==> config.mk <==
export PLATFORM = sky130hd
export DESIGN_NAME = stamp_counter_dds
export DESIGN_NICKNAME = d
export VERILOG_FILES = /design/src/rtl/stamp_pkg.sv /design/src/rtl/stamp_rate_servo.sv /design/src/rtl/stamp_counter_dds.sv
export SDC_FILE = /design/constraint.sdc
export NUM_CORES = 1
export LEC_CHECK = 0
export ABC_AREA = 1
export CAP_MARGIN = 10
export CORE_ASPECT_RATIO = 0.6
export CORE_UTILIZATION = 42
export CTS_BUF_LIST = sky130_fd_sc_hd__clkbuf_4
export DETAILED_ROUTE_END_ITERATION = 8
export PLACE_DENSITY = 0.67
export SETUP_SLACK_MARGIN = 0.02
export SLEW_MARGIN = 0
export SYNTH_ARGS = -nofsm -noshare
export SYNTH_HDL_FRONTEND = slang
export SYNTH_SLANG_ARGS = --single-unit
==> constraint.sdc <==
create_clock -name axi_aclk -period 5.1 [get_ports axi_aclk]
set_input_delay 1.02 -clock axi_aclk [delete_from_list [all_inputs] [get_ports axi_aclk]]
set_output_delay 1.02 -clock axi_aclk [all_outputs]
set_load 0.01 [all_outputs]
==> src/rtl/stamp_pkg.sv <==
// Shared definitions for the PPS-disciplined timestamp counter: servo state encoding and the
// default period/timeout constants.
package stamp_pkg;

    typedef enum logic [1:0] {
        StFree     = 2'd0,
        StAcquire  = 2'd1,
        StLocked   = 2'd2,
        StHoldover = 2'd3
    } lock_state_e;

    localparam int unsigned NomCyclesDefault  = 32'd160000000;
    localparam int unsigned PpsTimeoutDefault = 32'h1312d000;

endpackage

==> src/rtl/stamp_rate_servo.sv <==
// PPS period measurement and rate servo: trims the fractional rate so the measured period
// converges on NOM_CYCLES, with lock qualification and holdover on PPS loss.
module stamp_rate_servo
    import stamp_pkg::*;
#(
    parameter int unsigned DDS_WIDTH  = 32,
    parameter int unsigned NOM_CYCLES = NomCyclesDefault,
    parameter int unsigned LOCK_COUNT = 4,
    parameter int unsigned LOCK_TOL   = 16,
    parameter int unsigned GAIN_SHIFT = 4
) (
    input  logic                 axi_aclk,
    input  logic                 axi_resetn,
    input  logic                 pps_valid,
    input  logic                 wd_zero,
    input  logic                 correction_mode,
    input  logic [DDS_WIDTH-1:0] rate_init,
    output logic [1:0]           lock_state,
    output logic [DDS_WIDTH-1:0] dds_rate
);

    localparam int unsigned PW   = 32;
    localparam int unsigned UW   = DDS_WIDTH + PW + GAIN_SHIFT + 2;
    localparam int unsigned CntW = $clog2(LOCK_COUNT + 1);

    localparam logic signed [PW:0] Nom    = (PW + 1)'(NOM_CYCLES);
    localparam logic signed [PW:0] TolPos = (PW + 1)'(LOCK_TOL);

    lock_state_e         state_q;
    logic [DDS_WIDTH-1:0] rate_q;
    logic [PW-1:0]       period_q;
    logic [CntW-1:0]     cnt_q;

    logic signed [PW:0]   err;
    logic                 in_tol;
    logic signed [UW-1:0] err_w;
    logic signed [UW-1:0] upd;
    logic [DDS_WIDTH-1:0] rate_upd;

    always_comb begin
        err    = $signed({1'b0, period_q}) - Nom;
        in_tol = (err <= TolPos) && (err >= -TolPos);
        err_w  = {{(UW - PW - 1){err[PW]}}, err};
        upd    = $signed({{(UW - DDS_WIDTH){1'b0}}, rate_q}) - (err_w <<< GAIN_SHIFT);
        // Clamp into [0, all-ones] rather than letting the rate wrap.
        if (upd[UW-1]) begin
            rate_upd = '0;
        end else if (|upd[UW-2:DDS_WIDTH]) begin
            rate_upd = '1;
        end else begin
            rate_upd = upd[DDS_WIDTH-1:0];
        end
    end

    always_ff @(posedge axi_aclk) begin
        if (!axi_resetn) begin
            state_q  <= StFree;
            rate_q   <= rate_init;
            period_q <= '0;
            cnt_q    <= '0;
        end else begin
            if (pps_valid) begin
                period_q <= PW'(1);
            end else if (!(&period_q)) begin
                period_q <= period_q + 1'b1;
            end

            if (!correction_mode) begin
                state_q <= StFree;
                rate_q  <= rate_init;
                cnt_q   <= '0;
            end else begin
                unique case (state_q)
                    StFree: begin
                        rate_q <= rate_init;
                        if (pps_valid) begin
                            state_q <= StAcquire;
                            cnt_q   <= '0;
                        end
                    end
                    StAcquire: begin
                        if (pps_valid) begin
                            rate_q <= rate_upd;
                            if (!in_tol) begin
                                cnt_q <= '0;
                            end else if (cnt_q == CntW'(LOCK_COUNT - 1)) begin
                                state_q <= StLocked;
                                cnt_q   <= '0;
                            end else begin
                                cnt_q <= cnt_q + 1'b1;
                            end
                        end else if (wd_zero) begin
                            state_q <= StFree;
                            rate_q  <= rate_init;
                            cnt_q   <= '0;
                        end
                    end
                    StLocked: begin
                        if (pps_valid) begin
                            rate_q <= rate_upd;
                            if (!in_tol) begin
                                state_q <= StAcquire;
                            end
                        end else if (wd_zero) begin
                            state_q <= StHoldover;
                        end
                    end
                    StHoldover: begin
                        if (pps_valid) begin
                            state_q <= StAcquire;
                            cnt_q   <= '0;
                        end
                    end
                endcase
            end
        end
    end

    assign lock_state = state_q;
    assign dds_rate   = rate_q;

endmodule

==> src/rtl/stamp_counter_dds.sv <==
// Free-running timestamp counter with a fractional DDS carry, PPS capture, PPS-loss watchdog
// and a rate servo that disciplines the fractional rate to the PPS period.
module stamp_counter_dds
    import stamp_pkg::*;
#(
    parameter int unsigned TIMESTAMP_WIDTH = 64,
    parameter int unsigned DDS_WIDTH       = 32,
    parameter int unsigned TICK_INC        = 28,
    parameter int unsigned NOM_CYCLES      = NomCyclesDefault,
    parameter int unsigned PPS_TIMEOUT     = PpsTimeoutDefault,
    parameter int unsigned LOCK_COUNT      = 4,
    parameter int unsigned LOCK_TOL        = 16,
    parameter int unsigned GAIN_SHIFT      = 4
) (
    input  logic                       axi_aclk,
    input  logic                       axi_resetn,
    input  logic                       pps_rx,
    input  logic [1:0]                 restart_time,
    input  logic [TIMESTAMP_WIDTH-1:0] ntp_timestamp,
    input  logic                       adjust_valid,
    input  logic [TIMESTAMP_WIDTH-1:0] adjust_offset,
    input  logic                       correction_mode,
    input  logic [DDS_WIDTH-1:0]       rate_init,
    output logic [TIMESTAMP_WIDTH-1:0] stamp_counter,
    output logic [TIMESTAMP_WIDTH-1:0] pps_stamp,
    output logic                       pps_stamp_valid,
    output logic                       gps_connected,
    output logic [1:0]                 lock_state,
    output logic [DDS_WIDTH-1:0]       dds_rate
);

    localparam logic [TIMESTAMP_WIDTH-1:0] TickInc    = TIMESTAMP_WIDTH'(TICK_INC);
    localparam logic [31:0]                PpsTimeout = 32'(PPS_TIMEOUT);

    logic [2:0]                 pps_sync_q;
    logic [31:0]                wd_q;
    logic [DDS_WIDTH-1:0]       acc_q;
    logic [TIMESTAMP_WIDTH-1:0] stamp_q;
    logic [TIMESTAMP_WIDTH-1:0] pps_stamp_q;
    logic                       pps_stamp_valid_q;

    logic                       pps_valid;
    logic                       wd_zero;
    logic [DDS_WIDTH:0]         acc_sum;
    logic [TIMESTAMP_WIDTH-1:0] stamp_inc;

    always_comb begin
        pps_valid = !pps_sync_q[1] && pps_sync_q[2];
        wd_zero   = (wd_q == '0);
        acc_sum   = {1'b0, acc_q} + {1'b0, dds_rate};
        stamp_inc = stamp_q + TickInc + TIMESTAMP_WIDTH'(acc_sum[DDS_WIDTH]);
    end

    always_ff @(posedge axi_aclk) begin
        if (!axi_resetn) begin
            pps_sync_q        <= '0;
            wd_q              <= '0;
            acc_q             <= '0;
            stamp_q           <= '0;
            pps_stamp_q       <= '0;
            pps_stamp_valid_q <= 1'b0;
        end else begin
            pps_sync_q <= {pps_sync_q[1:0], pps_rx};

            if (pps_valid) begin
                wd_q <= PpsTimeout;
            end else if (!wd_zero) begin
                wd_q <= wd_q - 1'b1;
            end

            pps_stamp_valid_q <= pps_valid;
            if (pps_valid) begin
                pps_stamp_q <= stamp_q;
            end

            // A load holds the accumulator so the fractional phase survives a time set.
            if (restart_time[0]) begin
                stamp_q <= ntp_timestamp;
            end else if (restart_time[1]) begin
                stamp_q <= '0;
                acc_q   <= '0;
            end else begin
                acc_q   <= acc_sum[DDS_WIDTH-1:0];
                stamp_q <= adjust_valid ? stamp_inc + adjust_offset : stamp_inc;
            end
        end
    end

    stamp_rate_servo #(
        .DDS_WIDTH  (DDS_WIDTH),
        .NOM_CYCLES (NOM_CYCLES),
        .LOCK_COUNT (LOCK_COUNT),
        .LOCK_TOL   (LOCK_TOL),
        .GAIN_SHIFT (GAIN_SHIFT)
    ) u_servo (
        .axi_aclk        (axi_aclk),
        .axi_resetn      (axi_resetn),
        .pps_valid       (pps_valid),
        .wd_zero         (wd_zero),
        .correction_mode (correction_mode),
        .rate_init       (rate_init),
        .lock_state      (lock_state),
        .dds_rate        (dds_rate)
    );

    assign stamp_counter   = stamp_q;
    assign pps_stamp       = pps_stamp_q;
    assign pps_stamp_valid = pps_stamp_valid_q;
    assign gps_connected   = !wd_zero;

endmodule

==> impl_results.html <==
<table>
<tr><th>Metric</th><th>Value</th></tr>
<tr><th colspan="2">Run status</th></tr>
<tr><td>Status</td><td>finished with violations</td></tr>
<tr><td>Violations in the final reports</td><td>setup timing</td></tr>
<tr><th colspan="2">Setup path</th></tr>
<tr><td>Crit path capture</td><td>stamp_counter[49]$_SDFF_PN0_</td></tr>
<tr><td>Slowest library cell on the worst path</td><td>sky130_fd_sc_hd__o21ai_0</td></tr>
<tr><td>Reg2Reg Setup Slack</td><td>-0.88 ns</td></tr>
<tr><td>Crit path DAT</td><td>6.69 ns</td></tr>
<tr><td>Cells on worst reg2reg path</td><td>42</td></tr>
<tr><td>Nature of the critical path endpoint</td><td>flop</td></tr>
<tr><td>Crit path max fanout</td><td>6</td></tr>
<tr><td>Type of origin of the critical path</td><td>flop</td></tr>
<tr><td>Start of the worst register-to-register path</td><td>u_servo.dds_rate[0]$_DFFE_PP_</td></tr>
<tr><td>Start point of the critical path</td><td>u_servo.dds_rate[0]$_DFFE_PP_</td></tr>
<tr><td>Worst r2r dst</td><td>stamp_counter[49]$_SDFF_PN0_</td></tr>
<tr><td>Required time reported for the critical path endpoint</td><td>roughly 5.8 ns</td></tr>
<tr><td>Largest stage delay on the critical path</td><td>roughly 0.54 ns</td></tr>
<tr><td>Cell seen most often among critical-path stages</td><td>sky130_fd_sc_hd__nand2_2</td></tr>
<tr><td>Start-to-end type of the worst setup path</td><td>reg -&gt; reg</td></tr>
<tr><th colspan="2">Synth</th></tr>
<tr><td>Portion of netlist area occupied by mux cells</td><td>0</td></tr>
<tr><td>Post-synthesis share of cell area spent on xor and xnor gates</td><td>0.0462</td></tr>
<tr><td>Area fraction in compound gates after synthesis</td><td>0.187</td></tr>
<tr><td>Count of flip-flops with a built-in enable after synthesis</td><td>32</td></tr>
<tr><td>Fraction of registers with async set/reset</td><td>0</td></tr>
<tr><td>Synth Area in Simple Gates</td><td>0.333</td></tr>
<tr><td>Dominant cell by count in the synthesized netlist</td><td>sky130_fd_sc_hd__nand2_1</td></tr>
<tr><td>Sequential cell area fraction in the yosys report</td><td>0.258</td></tr>
<tr><td>Commonest cells in the netlist</td><td>827 x sky130_fd_sc_hd__nand2_1, 432 x sky130_fd_sc_hd__inv_1, 363 x sky130_fd_sc_hd__nor2_1</td></tr>
<tr><td>Largest family of logic cells by synthesized area</td><td>simple AND/OR/NAND/NOR gates</td></tr>
<tr><td>Yosys cell types</td><td>58</td></tr>
<tr><td>Top_reg_cell synth</td><td>sky130_fd_sc_hd__dfxtp_1</td></tr>
<tr><td>Biggest area contributors in the synthesized netlist</td><td>sky130_fd_sc_hd__dfxtp_1 21%, sky130_fd_sc_hd__nand2_1 14%, sky130_fd_sc_hd__ha_1 7.8%</td></tr>
<tr><td>Area share of the largest cell type after synthesis</td><td>0.214</td></tr>
<tr><td>Avg Inst Size Synth</td><td>6.30 sq um</td></tr>
<tr><td>Adder and majority cell fraction of the synthesized area</td><td>0.0808</td></tr>
<tr><td>Leading area contributor after synthesis</td><td>sky130_fd_sc_hd__dfxtp_1</td></tr>
<tr><td>Synth Instances</td><td>3464</td></tr>
<tr><td>Net count after synthesis</td><td>3770</td></tr>
<tr><td>Number of register bits inferred by synthesis</td><td>265</td></tr>
<tr><td>Yosys warnings</td><td>0</td></tr>
<tr><td>Cell Area, Synth</td><td>21800 sq um</td></tr>
<tr><th colspan="2">Placed design</th></tr>
<tr><td>Detail Placement HPWL</td><td>81.9 mm</td></tr>
<tr><td>Number of port buffers</td><td>330</td></tr>
<tr><td>Setup WS pre-CTS</td><td>-1.26 ns</td></tr>
<tr><td>Final weighted congestion in routability-driven placement</td><td>between 1 and 1.5</td></tr>
<tr><td>Placed cell areas</td><td>29300 sq um</td></tr>
<tr><th colspan="2">Cells and area</th></tr>
<tr><td>Fraction of final layout cells with drive strength greater than 1</td><td>0.332</td></tr>
<tr><td>Fill cells</td><td>4203</td></tr>
<tr><td>Growth of design area from synthesis to finish</td><td>63.6%</td></tr>
<tr><td>Multi-input combinational cell area</td><td>18100 sq um</td></tr>
<tr><td>Layout Nets</td><td>4715</td></tr>
<tr><td>Non-Filler Cell Area, Final</td><td>35700 sq um</td></tr>
<tr><td>Flip-flop and latch area</td><td>5630 sq um</td></tr>
<tr><th colspan="2">Drt</th></tr>
<tr><td>Detailed-route wire length</td><td>112 mm</td></tr>
<tr><td>Detailed-route wire length per cell</td><td>21.7 microns</td></tr>
<tr><td>Antenna viol nets, final</td><td>0</td></tr>
<tr><td>Count of TritonRoute iterations in the first routing pass</td><td>6</td></tr>
<tr><td>Count of vias placed by the detailed router</td><td>29.1k</td></tr>
<tr><td>Detail-routed via count per cell</td><td>5.65</td></tr>
<tr><td>Violation count after the first detailed-route iteration</td><td>3623</td></tr>
<tr><td>Post-detailed-route DRC marker count</td><td>0</td></tr>
<tr><th colspan="2">CTS</th></tr>
<tr><td>Clock tree from TritonCTS</td><td>built</td></tr>
<tr><td>Num CTS Buffers</td><td>70</td></tr>
<tr><td>Skew-Pair Late Insertion Delay</td><td>between 0.8 and 0.9 ns</td></tr>
<tr><td>Maximum root-to-sink buffer count</td><td>3</td></tr>
<tr><td>Clock root buffer</td><td>sky130_fd_sc_hd__clkbuf_4</td></tr>
<tr><td>Total number of H-tree levels</td><td>3</td></tr>
<tr><td>Hold Buf Count CTS</td><td>0</td></tr>
<tr><td>Clock Pin Slew Worst Setup and Hold Paths</td><td>0.07 ns</td></tr>
<tr><td>CTS sink count</td><td>around 270</td></tr>
<tr><th colspan="2">Die</th></tr>
<tr><td>IO Pins</td><td>331</td></tr>
<tr><td>Starting Density</td><td>0.427</td></tr>
<tr><td>Die width</td><td>296 microns</td></tr>
<tr><td>Cell Rows</td><td>64</td></tr>
<tr><td>Total Die Area</td><td>about 53000 sq um</td></tr>
<tr><td>Die height</td><td>179 microns</td></tr>
<tr><td>Core region area</td><td>51100 sq um</td></tr>
<tr><th colspan="2">Global route</th></tr>
<tr><td>Global-route wire length before repair</td><td>155 mm</td></tr>
<tr><td>Initial antenna violation count</td><td>3</td></tr>
<tr><td>Pin count of the biggest net entering global routing</td><td>88</td></tr>
<tr><td>Global route overflow</td><td>0</td></tr>
<tr><td>Total routing usage reported by global routing</td><td>0.391</td></tr>
<tr><td>Via count of the first global-routing pass</td><td>25.3k</td></tr>
<tr><th colspan="2">Timing</th></tr>
<tr><td>Max-slew headroom</td><td>0.233</td></tr>
<tr><td>Number of failing hold endpoints at the final stage</td><td>0</td></tr>
<tr><td>Count of pins over their slew limit</td><td>0</td></tr>
<tr><td>Peak Freq</td><td>0.167 GHz</td></tr>
<tr><td>Final worst clock skew</td><td>0.0834 ns</td></tr>
<tr><td>Final clock period utilization by the worst path</td><td>1.17</td></tr>
<tr><td>Slew of the pin with the lowest slew margin</td><td>between 1 and 1.5 ns</td></tr>
<tr><td>Final setup violation count</td><td>50</td></tr>
<tr><td>Setup repair after global routing missed its margin</td><td>yes</td></tr>
<tr><td>Final worst setup slack</td><td>-0.885 ns</td></tr>
<tr><td>Period minus WS final</td><td>5.98 ns</td></tr>
<tr><th colspan="2">Power and ir drop</th></tr>
<tr><td>Leak Pwr</td><td>roughly 0.016 uW</td></tr>
<tr><td>Power density normalized to cell area</td><td>227 nW/um^2</td></tr>
<tr><td>Overall power</td><td>8090 uW</td></tr>
<tr><td>Max IR drop VDD</td><td>roughly 280 uV</td></tr>
<tr><th colspan="2">Run</th></tr>
<tr><td>Max-capacitance violation count</td><td>0</td></tr>
<tr><th colspan="2">Hold path</th></tr>
<tr><td>Worst min path class</td><td>reg -&gt; reg</td></tr>
</table>
-- stage by stage --
step                      hold WS [ns]  setup TNS (ns)  std cells  utilization
after CTS                        0.391          -14.41       5097        0.657
after global placement           0.397          -36.86       4861        0.574
after global routing             0.434          -39.69       5151        0.699
after detailed placement         0.400          -41.32       4861        0.574
after floorplan                  0.390         -0.0602       3464            -
final                            0.387          -27.86       5151        0.699
-- report_power, final --
group	switching, uW	internal (uW)
Sequential	185	2280
Combinational	1990	1550
Clock	1060	1020
Total	3240	4850
-- cell usage in the layout, fill, tap and decap left out, types with 55 or more instances in the layout --
cell,Yosys,final
sky130_fd_sc_hd__nand2_1,827,713
sky130_fd_sc_hd__inv_1,432,352
sky130_fd_sc_hd__nor2_4,4,99
sky130_fd_sc_hd__xor2_1,84,55
sky130_fd_sc_hd__o21ai_0,236,158
sky130_fd_sc_hd__nor2_1,363,234
sky130_fd_sc_hd__ha_1,136,88
sky130_fd_sc_hd__buf_6,4,98
sky130_fd_sc_hd__nand3_1,203,154
sky130_fd_sc_hd__inv_2,20,86
sky130_fd_sc_hd__clkdlybuf4s50_1,0,328
sky130_fd_sc_hd__nand4_1,89,89
sky130_fd_sc_hd__clkbuf_4,0,95
sky130_fd_sc_hd__dfxtp_1,233,233
sky130_fd_sc_hd__a21oi_1,331,250
sky130_fd_sc_hd__buf_4,5,527
sky130_fd_sc_hd__nand2_2,19,91
-- worst min-delay path by stage --
stage / from / end / slack (ns) / cells after the start
finish: pps_sync_q[0]$_SDFF_PN0_ / pps_sync_q[1]$_SDFF_PN0_ / 0.39 / 2
global placement: pps_sync_q[0]$_SDFF_PN0_ / pps_sync_q[1]$_SDFF_PN0_ / 0.40 / 2
floorplan: pps_sync_q[0]$_SDFF_PN0_ / pps_sync_q[1]$_SDFF_PN0_ / 0.39 / 2
CTS: pps_sync_q[0]$_SDFF_PN0_ / pps_sync_q[1]$_SDFF_PN0_ / 0.39 / 2
detailed placement: pps_sync_q[0]$_SDFF_PN0_ / pps_sync_q[1]$_SDFF_PN0_ / 0.40 / 2
global route: pps_sync_q[0]$_SDFF_PN0_ / pps_sync_q[1]$_SDFF_PN0_ / 0.43 / 2
-- routing by layer --
layer | global-route usage | wire, microns | vias to the layer above
li1 | - | - | 13400
met1 | 0.575 | 48800 | 13400
met2 | 0.530 | 43200 | 1860
met3 | 0.130 | 15200 | 364
met4 | 0.106 | 4740 | 4
met5 | 0 | 28 | -
-- worst max-delay path: cells and delay by family (launching register included) --
kind / cells / cell delay [ns]
buf+inv: 10 / 0.95
compound gates: 6 / 1.14
fa+ha+maj: 5 / 1.16
flops: 1 / 0.38
simple gates: 20 / 2.05
xor+xnor: 1 / 0.16
-- flip-flops by register name, indices dropped and copies added (netlist names) --
signal and cells:
pps_sync_q 3, u_servo.cnt_q 3, acc_q 32, u_servo.lock_state 2, stamp_counter 64, u_servo.dds_rate 32, wd_q 32, pps_stamp 64
pps_stamp_valid 1, u_servo.period_q 32
-- repair_timing --
item,in CTS,in global routing
gates resized for setup,670,392
pin swaps,231,211
setup endpoints to repair,53,56
setup buffers,123,62
-- cells by family after synthesis --
family          after synthesis
compound gates              735
flops                       265
fa+ha+maj                   139
xor+xnor                    115
buf+inv                     538
simple gates               1672
-- layout make-up --
class,instances,share of cell area
Clock inverter,25,0.00543
Sequential cell,265,0.158
Timing Repair Buffer,959,0.237
Clock buffer,95,0.0200
Antenna cell,1,0.0000701
Inverter,452,0.0487
Tap cell,693,0.0243
Multi-Input combinational cell,2661,0.507
Note: power is estimated with default switching activity, not from simulation.
